File: config.mk
export PLATFORM = sky130hd
export DESIGN_NAME = instr_fetch_unit
export DESIGN_NICKNAME = d
export VERILOG_FILES = /design/src/rtl/instr_fetch_unit.sv
export SDC_FILE = /design/constraint.sdc
export NUM_CORES = 1
export LEC_CHECK = 0
export ABC_AREA = 1
export CORE_MARGIN = 3
export CORE_UTILIZATION = 40
export DETAILED_ROUTE_END_ITERATION = 10
export MAX_ROUTING_LAYER = met4
export PLACE_DENSITY = 0.86
export SETUP_SLACK_MARGIN = 0.5
export SKIP_LAST_GASP = 1
export SLEW_MARGIN = 40
export SYNTH_ARGS = -nofsm -noshare
export SYNTH_HDL_FRONTEND = slang
export SYNTH_SLANG_ARGS = --single-unit
File: constraint.sdc
create_clock -name clk -period 1.96 [get_ports clk]
set_input_delay 0.294 -clock clk [delete_from_list [all_inputs] [get_ports clk]]
set_output_delay 0.294 -clock clk [all_outputs]
set_load 0.02 [all_outputs]
File: src/rtl/instr_fetch_unit.sv
// Fetch stage: owns the PC, fetches one word at a time from instruction memory
// and holds it for decode. Handles branch redirects and flushes with a kill flag.
module instr_fetch_unit #(
  parameter logic [31:0] RESET_PC = 32'h0000_0000
) (
  input  logic        clk,
  input  logic        rst_n,
  output logic        imem_req_valid,
  output logic [31:0] imem_req_addr,
  input  logic        imem_req_ready,
  input  logic        imem_rsp_valid,
  input  logic [31:0] imem_rsp_data,
  output logic        instr_valid,
  output logic [31:0] instr,
  output logic [31:0] pc,
  output logic [6:0]  op,
  input  logic        instr_ready,
  input  logic        branch_taken,
  input  logic [31:0] branch_target,
  input  logic        flush,
  input  logic [31:0] flush_pc
);

  localparam int unsigned XLEN = 32;
  localparam int unsigned OPW  = 7;

  typedef enum logic [1:0] {
    S_IDLE = 2'd0,
    S_REQ  = 2'd1,
    S_WAIT = 2'd2,
    S_HOLD = 2'd3
  } state_t;

  state_t            r_state;
  logic [XLEN-1:0]   r_pc;
  logic [XLEN-1:0]   r_ir;
  logic              r_kill;

  logic [XLEN-1:0]   w_flush_pc;
  logic [XLEN-1:0]   w_branch_pc;
  logic [XLEN-1:0]   w_pc_inc;
  logic              w_unused;

  // Low address bits of redirect targets are forced to word alignment.
  assign w_flush_pc  = {flush_pc[XLEN-1:2], 2'b00};
  assign w_branch_pc = {branch_target[XLEN-1:2], 2'b00};
  assign w_pc_inc    = r_pc + XLEN'(4);
  assign w_unused    = ^{flush_pc[1:0], branch_target[1:0]};

  always_ff @(posedge clk or negedge rst_n) begin
    if (!rst_n) begin
      r_state <= S_IDLE;
      r_pc    <= RESET_PC;
      r_ir    <= '0;
      r_kill  <= 1'b0;
    end else if (flush) begin
      // Flush wins: restart at flush_pc; an already-issued request is marked for discard.
      r_pc <= w_flush_pc;
      case (r_state)
        S_IDLE: r_state <= S_REQ;
        S_REQ: begin
          if (imem_req_ready) begin
            r_state <= S_WAIT;
            r_kill  <= 1'b1;
          end
        end
        S_WAIT: begin
          if (imem_rsp_valid) begin
            r_state <= S_REQ;
            r_kill  <= 1'b0;
          end else begin
            r_kill  <= 1'b1;
          end
        end
        S_HOLD: r_state <= S_REQ;
        default: r_state <= S_IDLE;
      endcase
    end else begin
      case (r_state)
        S_IDLE: r_state <= S_REQ;
        S_REQ: begin
          if (imem_req_ready) r_state <= S_WAIT;
        end
        S_WAIT: begin
          if (imem_rsp_valid) begin
            if (r_kill) begin
              r_kill  <= 1'b0;
              r_state <= S_REQ;
            end else begin
              r_ir    <= imem_rsp_data;
              r_state <= S_HOLD;
            end
          end
        end
        S_HOLD: begin
          if (instr_ready) begin
            r_pc    <= branch_taken ? w_branch_pc : w_pc_inc;
            r_state <= S_REQ;
          end
        end
        default: r_state <= S_IDLE;
      endcase
    end
  end

  assign imem_req_valid = (r_state == S_REQ);
  assign imem_req_addr  = r_pc;
  assign instr_valid    = (r_state == S_HOLD);
  assign instr          = r_ir;
  assign pc             = r_pc;
  assign op             = r_ir[OPW-1:0];

endmodule

# After elaboration in Yosys (flattened, before gate mapping)
# Cells that the tools add are included.
[op_classes]
addsub = 1
eq_ne = 6
muxes = 18
bitwise_logic = 2
n_reduce_logical = 11
[op_table]
columns = ["op", "n"]
rows = [
  ["$mux 32", 4],
  ["$add 32x3->32 const B", 1],
  ["$mux 2", 6],
  ["$reduce_bool 2->1", 5],
  ["$pmux 2 s4", 1],
  ["$reduce_and 4->1", 2],
  ["$pmux 2 s3", 1],
  ["$mux 1", 5],
  ["$eq 2x2->1 const B", 2],
  ["$reduce_and 2->1", 2],
  ["$ne 3x1->1 const B", 1],
  ["$ne 3x3->1 const B", 1],
  ["$eq 2x1->1 const B", 1],
  ["$logic_not 2->1", 1],
  ["$ne 2x2->1 const B", 1],
  ["$not 1->1", 2],
  ["$pmux 1 s2", 1],
  ["$reduce_or 2->1", 1],
]
[word_totals]
reg_bits = 67
inputBits = 103
output_inout_bits = 105
word_cells = 42

# Longest topological paths before layout
# Gate-level depths: netlist of the first run.
[logic_depth]
depth_word = 5
ltp_mapped = 11
mapped_depth_nobuf = 11

# Worst setup path after synthesis of the first run
# No wires, ideal clock.
[synth_path]
path_kind = "reg2reg"
start = "register r_pc[3], in the netlist imem_req_addr[3]"
end = "register r_pc[30], in the netlist imem_req_addr[30]"
setup_time_ns = 0.117
arrival_ns = 1.494
required_ns = 1.843
setup_slack_ns = 0.349
stages_incl_launch_ff = 11
path_buffers = 0
period_less_slack_ns = 1.611
path_cell_list = "dfrtp_1 > ha_1 > nand2_1 > nor2_2 > nand2_2 > nor2_1 > nand3_1 > nand3_1 > nand2_1 > nand2_1 > nand2_1"
[synth_between]
elab_chain_len = 5
[synth_lines]
columns = ["item", "line", "source"]
rows = [
  ["start, declared", "35", "logic [XLEN-1:0] r_pc;"],
  ["start signal, assigned", "58", "r_pc <= w_flush_pc;"],
  ["start signal, assigned", "97", "r_pc <= branch_taken ? w_branch_pc : w_pc_inc;"],
  ["$add 32x3->32", "47", "assign w_pc_inc = r_pc + XLEN'(4);"],
  ["$mux 32", "97", ""],
  ["$mux 32", "96", "if (instr_ready) begin"],
  ["$mux 32", "79", "case (r_state)"],
  ["$mux 32", "56", "end else if (flush) begin"],
]
# No other way between the ends. The select of a mux whose other input is x is not followed.
# A chain may end at the register's enable or synchronous reset.

# Worst setup path in the final report of the first run
[layout_path]
start = "register r_state[0]"
end = "register r_ir[16], in the netlist instr[16]"
[layout_between]
elab_chain_len = 2
[layout_lines]
columns = ["item", "line", "source"]
rows = [
  ["start, declared", "34", "state_t r_state;"],
  ["start signal, assigned", "52", "r_state <= S_IDLE;"],
  ["start signal, assigned", "60", "S_IDLE: r_state <= S_REQ;"],
  ["start signal, assigned", "63", "r_state <= S_WAIT;"],
  ["$eq 2x2->1", "79", ""],
  ["$reduce_and 4->1 (no line)", "-", ""],
  ["end signal, assigned", "90", "r_ir <= imem_rsp_data;"],
  ["end, declared", "36", "logic [XLEN-1:0] r_ir;"],
]
# No other way between the ends.

==> impl_results.md, run 1 <==
- Cells on worst reg2reg path: 7
- Crit Reg-Reg Startpoint: r_state[0]
- Skew-Pair Late Insertion Delay: 350 ps
- Vias in the first global route: about 4600
- Gpl congestion: 0.9264
- Share of cells above drive strength 1: 27.86%
- Placed cell count: 870
- Slew Limit Fails: 0
- Worst min-delay path category: in -> async
- Clock Tree Buf Depth: 2
- RSZ-0062 raised after global routing: yes
- EDFF count, synth: 0
- Worst Path Required: 2190 ps
- Synth area leaders: dfrtp_1 37%, nand2_1 15%, mux2_2 7.5%
- # diodes: 0
- Final HPWL DP: about 11 mm
- CTS tree: yes
- Peak VDD IR: 0.7286 mV
- Grt total ovfl: 0
- Synth Area in Compound Gates: 9.968%
- Clk slew on worst S/H paths: 80 ps
- Leak: 3.370 nW
- Max H-tree Level: 3
- Wire per inst: 16.36 microns
- Post-synthesis mux area share: under 10%
- Initial antenna violation count: 0
- Final wirelength: approximately 15 mm
- Worst Setup Path Type: reg -> reg
- First-pass GRT wire length: 22.28 mm
- Synth Instances: 583
- Master of the slowest instance on the critical path: dfrtp_1
- # port buffers: 199
- Total die area: 12180 sq um
- Crit path cell chain: inv_1, ha_2, nand2_2, nor2_4, nand2_4, clkbuf_16, mux2_2
- CP Buf/Inv Count: 2
- Netlist Area Pre-Place: ~4400 sq um
- Crit path to: instr[16]
- FF-to-FF End: instr[16]
- Crit path DAT: 1820 ps
- Synth top area share: a little under two fifths
- Post-synth top cells: 177 x nand2_1, 65 x dfrtp_1, 51 x inv_1, 41 x buf_4
- Root buf cell: clkbuf_8
- Largest family of logic cells by synthesized area: simple AND/OR/NAND/NOR gates
- Clock sink count: 65
- Number of cells on the critical path: 7
- Nets: 881
- Final Cell Area: 6839 sq um
- Core ar.: between 10000 and 15000 sq um
- Register area share after synthesis: between 30% and 40%
- Period utilization: 81.03%
- Synth Area in Simple Gates: between 20% and 30%
- Ys flop type: dfrtp_1
- CP peak stage delay: 430 ps
- Post-Synth XOR/XNOR Area: under 10%
- Design Power: 0.006703 W
- Detailed Routing Iterations Pass 1: 4
- Tmin final: 1588 ps
- Vias post-DR: 4537
- Most frequent cell after synthesis: nand2_1
- Setup TNS: 0 ps
- Area Overhead vs Synth: 57.02%
- Synth cell types: 34
- DRC Markers: 0
- I/O pin count: 208
- Worst Setup SP: r_state[0]
- Async S/R FF share, synth: between 90% and 100%
- Pwr per Cell Area: roughly 980 nW/um^2
- Worst Setup Start Kind: register
- Yosys Warn Count: 0
- Finished Layout Cells: 915
- Die height: 110.4 microns
- Flops & latches, synth: 65
- Crit path max-delay family: flip-flops
- Maximum clock rate: about 0.63 GHz
- Max-cap viol count: 0
- Final setup viols: 0
- Die Wd: 110.4 microns
- Worst Skew: between 8 and 9 ps
- Antenna-violating nets left: 0
- Biggest area consumer among synthesized cells: dfrtp_1
- Total CTS buffers: 9
- Fin. Hold Viols: 0
- Fillers: 913
- Initial DRC count: roughly 250
- Final core occ: between 60% and 70%
- Outcome: finished clean
- Placed cell area: 6232 sq um
- Critical path peak fanout: 8
- Pin count of the biggest net entering global routing: 66
- Syn Area/Cell: 7.471 sq um
- Tot GR Track Use: 24.44%
- Internal reg-to-reg setup slack: roughly 370 ps
- Worst Setup End Kind: register
- Post-synthesis adder-cell area fraction: 1.149%
- Number of cell rows: 37
- Initial Utilization: 41.63%
- DR vias/cell: 4.958
## layout by cell type, fill, tap and decap left out, types with 22 or more instances in the layout
| cell type | synthesis | routed |
|---|---|---|
| buf_4 | 41 | 28 |
| dfrtp_2 | 0 | 26 |
| mux2_2 | 29 | 29 |
| nand2_1 | 177 | 166 |
| dfrtp_1 | 65 | 39 |
| a21oi_1 | 24 | 24 |
| clkdlybuf4s50_1 | 0 | 97 |
| nand3_1 | 40 | 31 |
| nor2_1 | 39 | 22 |
| inv_1 | 51 | 49 |
| o21ai_0 | 40 | 34 |
| dlygate4sd2_1 | 0 | 41 |
## tightest hold or removal path: cells and delay by family
family	cells	cell delay, ps
buf+inv	3	920
## final cells by class
class | count | area [sq um] | share of cell area, %
sequential | 65 | 1659 | 24.26
multi-input combinational | 405 | 2327 | 34.03
inverter | 53 | 203.9 | 2.982
tap | 136 | 170.2 | 2.488
clock buffer | 9 | 123.9 | 1.811
timing repair buffer | 240 | 2277 | 33.30
clock inverter | 7 | 77.57 | 1.134
## registers in the layout, indices dropped and copies added (netlist names)
signal	cells
instr	32
r_state	2
r_kill	1
imem_req_addr	30
## repair_timing
action / CTS / global route
pin swaps: 16 / 22
setup buffers: 12 / 13
hold endpoints to repair: 65 / 0
resized for setup: 209 / 89
cloned: 0 / 3
hold buffers: 1 / 0
endpoints found under the setup margin: 154 / 104
## kinds of logic (layout without fill, tap and decap cells)
logic type | Yosys count | count (layout)
AOI/OAI and AO/OA | 80 | 80
xor gates and xnor gates | 7 | 7
adders and majority gates | 4 | 4
buffers and inverters | 116 | 309
DFF | 65 | 65
muxes | 32 | 32
other | 1 | 4
and+or+nand+nor | 278 | 278
## power by group
part | internal [W] | leakage, nW | switching, W
Combinational | 0.00146 | 2.47 | 0.00180
Clock | 0.000601 | 0.101 | 0.000602
Sequential | 0.00179 | 0.800 | 0.000441
Total | 0.00386 | 3.37 | 0.00285
## layer usage
layer  track usage, %  wire length (microns)  share of wire, %  up-vias
met5                -                      0                 0        -
met4            9.059                    276               1.8        0
met3            7.105                   1341               9.0       28
met2            41.38                   7532                50      192
met1            27.44                   5821                39     2117
li1                 -                      -                 -     2200
## worst min-delay path by stage
| stage | end | slack, ps | cells past startpoint |
|---|---|---|---|
| 3_3_place_gp | imem_req_addr[21] | 340 | 2 |
| 5_1_grt | imem_req_addr[17] | 530 | 3 |
| 4_1_cts | instr[19] | 500 | 1 |
| 2_1_floorplan | imem_req_addr[10] | -2 | 0 |
| 6_report | imem_req_addr[17] | 470 | 3 |
| 3_5_place_dp | imem_req_addr[20] | 350 | 2 |
## per-stage QoR
stage,worst slack [ps],hold WS [ps]
after floorplan,507.2,-1.591
after global placement,170.3,339.0
after detailed placement,106.8,346.4
after CTS,255.3,503.2
after global routing,308.7,525.6
final,371.7,467.5
(Power assumes the default switching activity.)
==> run 2: changes to the inputs <==
--- a/config.mk
+++ b/config.mk
@@ -7,10 +7,10 @@
 export LEC_CHECK = 0
 export ABC_AREA = 1
 export CORE_MARGIN = 3
-export CORE_UTILIZATION = 40
+export CORE_UTILIZATION = 38
 export DETAILED_ROUTE_END_ITERATION = 10
 export MAX_ROUTING_LAYER = met4
-export PLACE_DENSITY = 0.86
+export PLACE_DENSITY = 0.85
 export SETUP_SLACK_MARGIN = 0.5
 export SKIP_LAST_GASP = 1
 export SLEW_MARGIN = 40
==> constraint.sdc (replaced) <==
create_clock -name clk -period 1.36 [get_ports clk]
set_input_delay 0.204 -clock clk [delete_from_list [all_inputs] [get_ports clk]]
set_output_delay 0.204 -clock clk [all_outputs]
set_load 0.02 [all_outputs]
==> impl_results.md, run 2 (same netlist as run 1, synthesis figures left out) <==
- Outcome: finished, violations left (was finished clean)
- Failing checks: negative setup slack
- Slew Limit Fails: 0 (unchanged)
- RSZ-0062 raised after global routing: yes (unchanged)
- Initial DRC count: 255 (was 253)
- Wire per inst: 16.72 microns (was 16.36 microns)
- Crit Reg-Reg Startpoint: imem_req_addr[10] (was r_state[0])
- Pin count of the biggest net entering global routing: 66 (unchanged)
- Final core occ: 72.71% (was 65.37%)
- CP Buf/Inv Count: 0 (was 2)
- Flop pwr share: 26.3% (was 33.3%)
- Leak: 3.892 nW (was 3.370 nW)
- Vias post-DR: 5032 (was 4537)
- Skew-Pair Late Insertion Delay: 330 ps (was 350 ps)
- Final HPWL DP: 11.00 mm (was 10.56 mm)
- CTS tree: yes (unchanged)
- Worst min-delay path category: in -> async (unchanged)
- Root buf cell: clkbuf_16 (was clkbuf_8)
- CP peak stage delay: 410 ps (was 430 ps)
- Worst Skew: 5.632 ps (was 8.603 ps)
- Antenna-violating nets left: 0 (unchanged)
- Clock sink count: 65 (unchanged)
- Die Wd: 113.1 microns (was 110.4 microns)
- Max-cap viol count: 0 (unchanged)
- Fin. Hold Viols: 0 (unchanged)
- Detailed Routing Iterations Pass 1: 5 (was 4)
- Area Overhead vs Synth: 84.14% (was 57.02%)
- First-pass GRT wire length: 25.05 mm (was 22.28 mm)
- Initial Utilization: 39.49% (was 41.63%)
- Clock Tree Buf Depth: 2 (unchanged)
- Commonest non-fill, non-tap cell in the layout: nand2_1 (unchanged)
- Number of cell rows: 38 (was 37)
- Master of the slowest instance on the critical path: dfrtp_2 (was dfrtp_1)
- Vias in the first global route: 5151 (was 4567)
- Int Power: 0.007835 W (was 0.003857 W)
- Initial antenna violation count: 0 (unchanged)
- Critical path peak fanout: 5 (was 8)
- Share of cells above drive strength 1: 44.64% (was 27.86%)
- DRC Markers: 0 (unchanged)
- # diodes: 0 (unchanged)
- Crit path cell chain: nand2_1, nor2_1, nand2_1, nor2_4, nand3_2, nand3_2, nand2_1, nand2_1, nand2_1 (was inv_1, ha_2, nand2_2, nor2_4, nand2_4, clkbuf_16, mux2_2)
- Most numerous cell on the critical path: nand2_1
- Worst Setup End Kind: register (unchanged)
- Final worst slack: -198.3 ps (was 371.7 ps)
- Nets: 961 (was 881)
- DR vias/cell: 5.042 (was 4.958)
- Core ar.: 11030 sq um (was 10460 sq um)
- Logic pwr share: 53.4% (was 48.7%)
- Pwr per Cell Area: 1563 nW/um^2 (was 980.1 nW/um^2)
- # port buffers: 199 (unchanged)
- Clk slew on worst S/H paths: 60 ps (was 80 ps)
- Crit path DAT: 1780 ps (was 1820 ps)
- Gpl congestion: 0.8663 (was 0.9264)
- Pre-CTS setup slack: -359.4 ps (was 106.8 ps)
- I/O pin count: 208 (unchanged)
- Period utilization: 114.6% (was 81.03%)
- Total CTS buffers: 9 (unchanged)
- Switching Fraction: 37.50% (was 42.46%)
- Fillers: 764 (was 913)
- Final setup viols: 69 (was 0)
- Max H-tree Level: 3 (unchanged)
- Clock power frac: 20.3% (was 17.9%)
- Worst Path Required: 1590 ps (was 2190 ps)
- Grt total ovfl: 0 (unchanged)
- Die height: 113.1 microns (was 110.4 microns)
- Peak VDD IR: 1.153 mV (was 0.7286 mV)
- Final wirelength: 16.68 mm (was 14.97 mm)
- Worst Setup SP: imem_req_addr[10] (was r_state[0])
- Tmin final: 1558 ps (was 1588 ps)
- Worst Setup Start Kind: register (unchanged)
- P_sw: 0.004700 W (was 0.002846 W)
- Max reg flops: 32 (unchanged)
- Crit path max-delay family: simple AND/OR/NAND/NOR gates (was flip-flops)
- Maximum clock rate: 0.6417 GHz (was 0.6296 GHz)
- Total die area: 12780 sq um (was 12180 sq um)
- Most frequent cells in the layout: 159 x nand2_1, 115 x buf_6, 97 x clkdlybuf4s50_1, 83 x buf_4, 45 x inv_1 (was 166 x nand2_1, 97 x clkdlybuf4s50_1, 49 x inv_1, 41 x dlygate4sd2_1, 39 x dfrtp_1)
- Worst Setup Path Type: reg -> reg (unchanged)
- Tot GR Track Use: 25.42% (was 24.44%)
run 2: metal layers:
layer | GRT usage, % | vias up | share of wire [%]
met1 | 27.17 | 2314 | 35
met5 | - | - | 0
li1 | - | 2363 | -
met4 | 8.734 | 0 | 2.4
met2 | 44.51 | 305 | 53
met3 | 7.914 | 50 | 9.9
run 2: power groups by stage:
stage	clock (W)	combinational [W]	sequential, W
floorplan	0	0.00208	0.00387
finish	0.00254	0.00670	0.00330
detailed placement	0	0.00533	0.00322
global placement	0	0.00522	0.00318
global route	0.00266	0.00710	0.00336
CTS	0.00257	0.00597	0.00325
run 2: through the flow:
step	instance area, sq um	power [W]	setup TNS, ps	hold slack (ps)	instances
2_1_floorplan	4442	0.005947	-2481	-91.59	586
3_3_place_gp	6670	0.008392	-16420	254.4	915
3_5_place_dp	6670	0.008542	-18110	249.2	915
4_1_cts	7502	0.01179	-8321	444.2	974
5_1_grt	8020	0.01312	-14670	469.7	998
6_report	8020	0.01253	-8948	418.9	998
run 2: path summary, 6_finish.rpt:
| check | endpoint | slack, ps | cells past startpoint |
|---|---|---|---|
| max reg2reg | imem_req_addr[26] | -200 | 9 |
| min in group clk | instr[11] | 480 | 2 |
| min | imem_req_addr[28] | 420 | 3 |
| min reg2reg | instr[11] | 530 | 1 |
| max in group asynchronous | imem_req_addr[19] | 580 | 3 |
| max | imem_req_addr[26] | -200 | 9 |
run 2: timing repair:
action	in CTS	in global routing
gates resized for setup	608	100
cloned	2	0
pin swaps	33	38
endpoints found under the setup margin	166	166
hold buffers	1	0
setup buffers	41	24
hold endpoints to repair	65	0
run 2: cell type report:
cell class	instances	area [sq um]	share of cell area, %
multi-input cells	405	2432	30.33
well taps	140	175.2	2.184
clock inverters	6	92.59	1.154
clock buffers	9	225.2	2.808
inverters	53	206.4	2.574
flip-flops and latches	65	1664	20.75
repair buffers	320	3224	40.20
run 2: worst register-to-register path, stage by stage (launching register included):
cell and delay [ps]:
dfrtp_2 410, nand2_1 150, nor2_1 200, nand2_1 130
nor2_4 230, nand3_2 110, nand3_2 90, nand2_1 50
nand2_1 50, nand2_1 40
==> run 3: changes to the inputs <==
--- a/config.mk
+++ b/config.mk
@@ -10,10 +10,11 @@
 export CORE_UTILIZATION = 38
 export DETAILED_ROUTE_END_ITERATION = 10
 export MAX_ROUTING_LAYER = met4
-export PLACE_DENSITY = 0.85
+export PLACE_DENSITY = 0.78
 export SETUP_SLACK_MARGIN = 0.5
 export SKIP_LAST_GASP = 1
 export SLEW_MARGIN = 40
 export SYNTH_ARGS = -nofsm -noshare
 export SYNTH_HDL_FRONTEND = slang
 export SYNTH_SLANG_ARGS = --single-unit
+export TNS_END_PERCENT = 10
==> impl_results.md, run 3 (same netlist as run 1, synthesis figures left out) <==
- Max-cap viol count: 0 (unchanged)
- Final setup viols: 143 (was 69)
- Vias in the first global route: 4861 (was 5151)
- Int Power: 0.006813 W (was 0.007835 W)
- Antenna-violating nets left: 0 (unchanged)
- Peak VDD IR: 1.123 mV (was 1.153 mV)
- Final worst slack: -178.9 ps (was -198.3 ps)
- FF-to-FF End: instr[23] (was imem_req_addr[26])
- DR vias/cell: 4.833 (was 5.042)
- Pwr per Cell Area: 1518 nW/um^2 (was 1563 nW/um^2)
- Leak: 3.547 nW (was 3.892 nW)
- Slew Limit Fails: 0 (unchanged)
- Tot GR Track Use: 24.27% (was 25.42%)
- First-pass GRT wire length: 23.87 mm (was 25.05 mm)
- Fin. Hold Viols: 0 (unchanged)
- Final wirelength: 15.03 mm (was 16.68 mm)
- Worst Setup SP: instr[2] (was imem_req_addr[10])
- Clock sink count: 65 (unchanged)
- Total CTS buffers: 9 (unchanged)
- Worst min-delay path category: in -> async (unchanged)
- Vias post-DR: 4654 (was 5032)
- Flop pwr share: 28.3% (was 26.3%)
- Die Wd: 113.1 microns (unchanged)
- Failing checks: negative setup slack (unchanged)
- Grt total ovfl: 0 (unchanged)
- Crit path DAT: 1330 ps (was 1780 ps)
- Master of the slowest instance on the critical path: clkdlybuf4s50_1 (was dfrtp_2)
- Total die area: 12780 sq um (unchanged)
- Final HPWL DP: 11.28 mm (was 11.00 mm)
- Wire per inst: 15.61 microns (was 16.72 microns)
- Final Cell Area: 7247 sq um (was 8020 sq um)
- Period utilization: 113.2% (was 114.6%)
- Max H-tree Level: 3 (unchanged)
- Initial DRC count: 280 (was 255)
- Die height: 113.1 microns (unchanged)
- Worst Path Required: 1160 ps (was 1590 ps)
- Nets: 925 (was 961)
- # diodes: 0 (unchanged)
- Initial Utilization: 39.49% (unchanged)
- Clock Tree Buf Depth: 2 (unchanged)
- Cells on worst reg2reg path: 7 (was 9)
- Critical path peak fanout: 3 (was 5)
- Crit Reg-Reg Startpoint: r_state[0] (was imem_req_addr[10])
- Maximum clock rate: 0.6498 GHz (was 0.6417 GHz)
- RSZ-0062 raised after global routing: yes (unchanged)
- Worst Setup Start Kind: register (unchanged)
- Internal reg-to-reg setup slack: -130 ps (was -200 ps)
- Worst Setup End Kind: output pin (was register)
- Number of cell rows: 38 (unchanged)
- DRC Markers: 0 (unchanged)
- Detailed Routing Iterations Pass 1: 5 (unchanged)
- CP Buf/Inv Count: 1 (was 0)
- CTS tree: yes (unchanged)
- Worst Setup Path Type: reg -> out (was reg -> reg)
- CP peak stage delay: 640 ps (was 410 ps)
- Crit path cell chain: clkdlybuf4s50_1 (was nand2_1, nor2_1, nand2_1, nor2_4, nand3_2, nand3_2, nand2_1, nand2_1, nand2_1)
- Max reg flops: 32 (unchanged)
- Logic pwr share: 50.4% (was 53.4%)
- I/O pin count: 208 (unchanged)
- Core ar.: 11030 sq um (unchanged)
- Switching Fraction: 38.09% (was 37.50%)
- Crit path max-delay family: buffers and inverters (was simple AND/OR/NAND/NOR gates)
- Clk slew on worst S/H paths: 60 ps (about the same)
- Pin count of the biggest net entering global routing: 66 (unchanged)
- Outcome: finished, violations left (unchanged)
- Skew-Pair Late Insertion Delay: 330 ps (about the same)
- Most frequent cells in the layout: 171 x nand2_1, 136 x clkdlybuf4s50_1, 72 x buf_4, 55 x dfrtp_1, 49 x inv_1 (was 159 x nand2_1, 115 x buf_6, 97 x clkdlybuf4s50_1, 83 x buf_4, 45 x inv_1)
- Worst Skew: 2.503 ps (was 5.632 ps)
- Hold slack final: 431.5 ps (was 418.9 ps)
- Area Overhead vs Synth: 66.39% (was 84.14%)
- P_sw: 0.004191 W (was 0.004700 W)
- Commonest non-fill, non-tap cell in the layout: nand2_1 (unchanged)
- Placed cell area: 6676 sq um (was 6670 sq um)
- Gpl congestion: 0.8289 (was 0.8663)
- Clock power frac: 21.3% (was 20.3%)
- Initial antenna violation count: 0 (unchanged)
- Tmin final: 1539 ps (was 1558 ps)
- # port buffers: 199 (unchanged)
- Share of cells above drive strength 1: 24.79% (was 44.64%)
- Root buf cell: clkbuf_16 (unchanged)
[run 3: changes by cell type in the layout (fill, tap and decap cells not counted), moves of 6 or more]
cell / delta
nand3_2: -11
nand2_1: +12
buf_6: -99
nand2_2: -12
buf_4: -11
o21ai_1: -7
o21ai_0: +8
dlygate4sd2_1: +46
nand3_1: +12
nor2_1: +6
dfrtp_2: -20
dfrtp_1: +20
clkdlybuf4s50_1: +39
[run 3: power groups by stage]
stage | clock [W] | combinational [W] | sequential (W)
floorplan | 0 | 0.00207 | 0.00383
global placement | 0 | 0.00536 | 0.00307
detailed placement | 0 | 0.00547 | 0.00312
CTS | 0.00238 | 0.00545 | 0.00311
global route | 0.00248 | 0.00596 | 0.00321
finish | 0.00235 | 0.00554 | 0.00312
[run 3: per-layer routing]
layer  part of all wire (%)  GRT usage (%)  vias to the layer above  routed length, microns
li1                       -              -                     2288                       -
met1                     37          27.18                     2139                    5553
met2                     51          42.65                      205                    7735
met3                    9.8          6.096                       22                    1472
met4                    1.8          7.292                        0                     267
met5                      0              -                        -                       0
[run 3: tightest hold or removal path, delay by kind of cell]
kind | cells | cell delay [ps]
buf+inv | 3 | 960
[run 3: layout make-up]
cell class              count  area, sq um
clock buffers              11        242.7
multi-input cells         405         2261
fillers                   955         3784
well taps                 140        175.2
clock inverters             5        55.05
flip-flops and latches     65         1639
repair buffers            284         2673
inverters                  53        201.4
[run 3: through the flow]
step / setup slack [ps] / TNS, ps / std cells / total power [W] / util [%]
final: -178.9 / -13310 / 963 / 0.01100 / 65.70
after global routing: -251.9 / -23450 / 963 / 0.01164 / 65.70
after CTS: -197.7 / -16850 / 955 / 0.01093 / 64.02
after detailed placement: -330.1 / -14800 / 927 / 0.008588 / 60.53
after global placement: -306.4 / -13160 / 927 / 0.008432 / 60.53
after floorplan: -85.28 / -2749 / 586 / 0.005905 / -
[run 3: worst max path at each step]
stage                              endpoint  slack, ps  depth (start not counted)
final                              instr[2]       -180                          1
after floorplan                   instr[19]        -90                          7
after global routing      imem_req_addr[26]       -250                         10
after detailed placement          instr[19]       -330                          7
after global placement            instr[23]       -310                          7
after CTS                         instr[19]       -200                          7
[run 3: timing repair]
action / CTS / global route
cloned: 1 / 1
resized for setup: 147 / 35
buffers inserted: 10 / 7
pin swaps: 1 / 16
endpoints found under the hold margin: 65 / 0
endpoints found under the setup margin: 166 / 166
hold buffers: 1 / 0
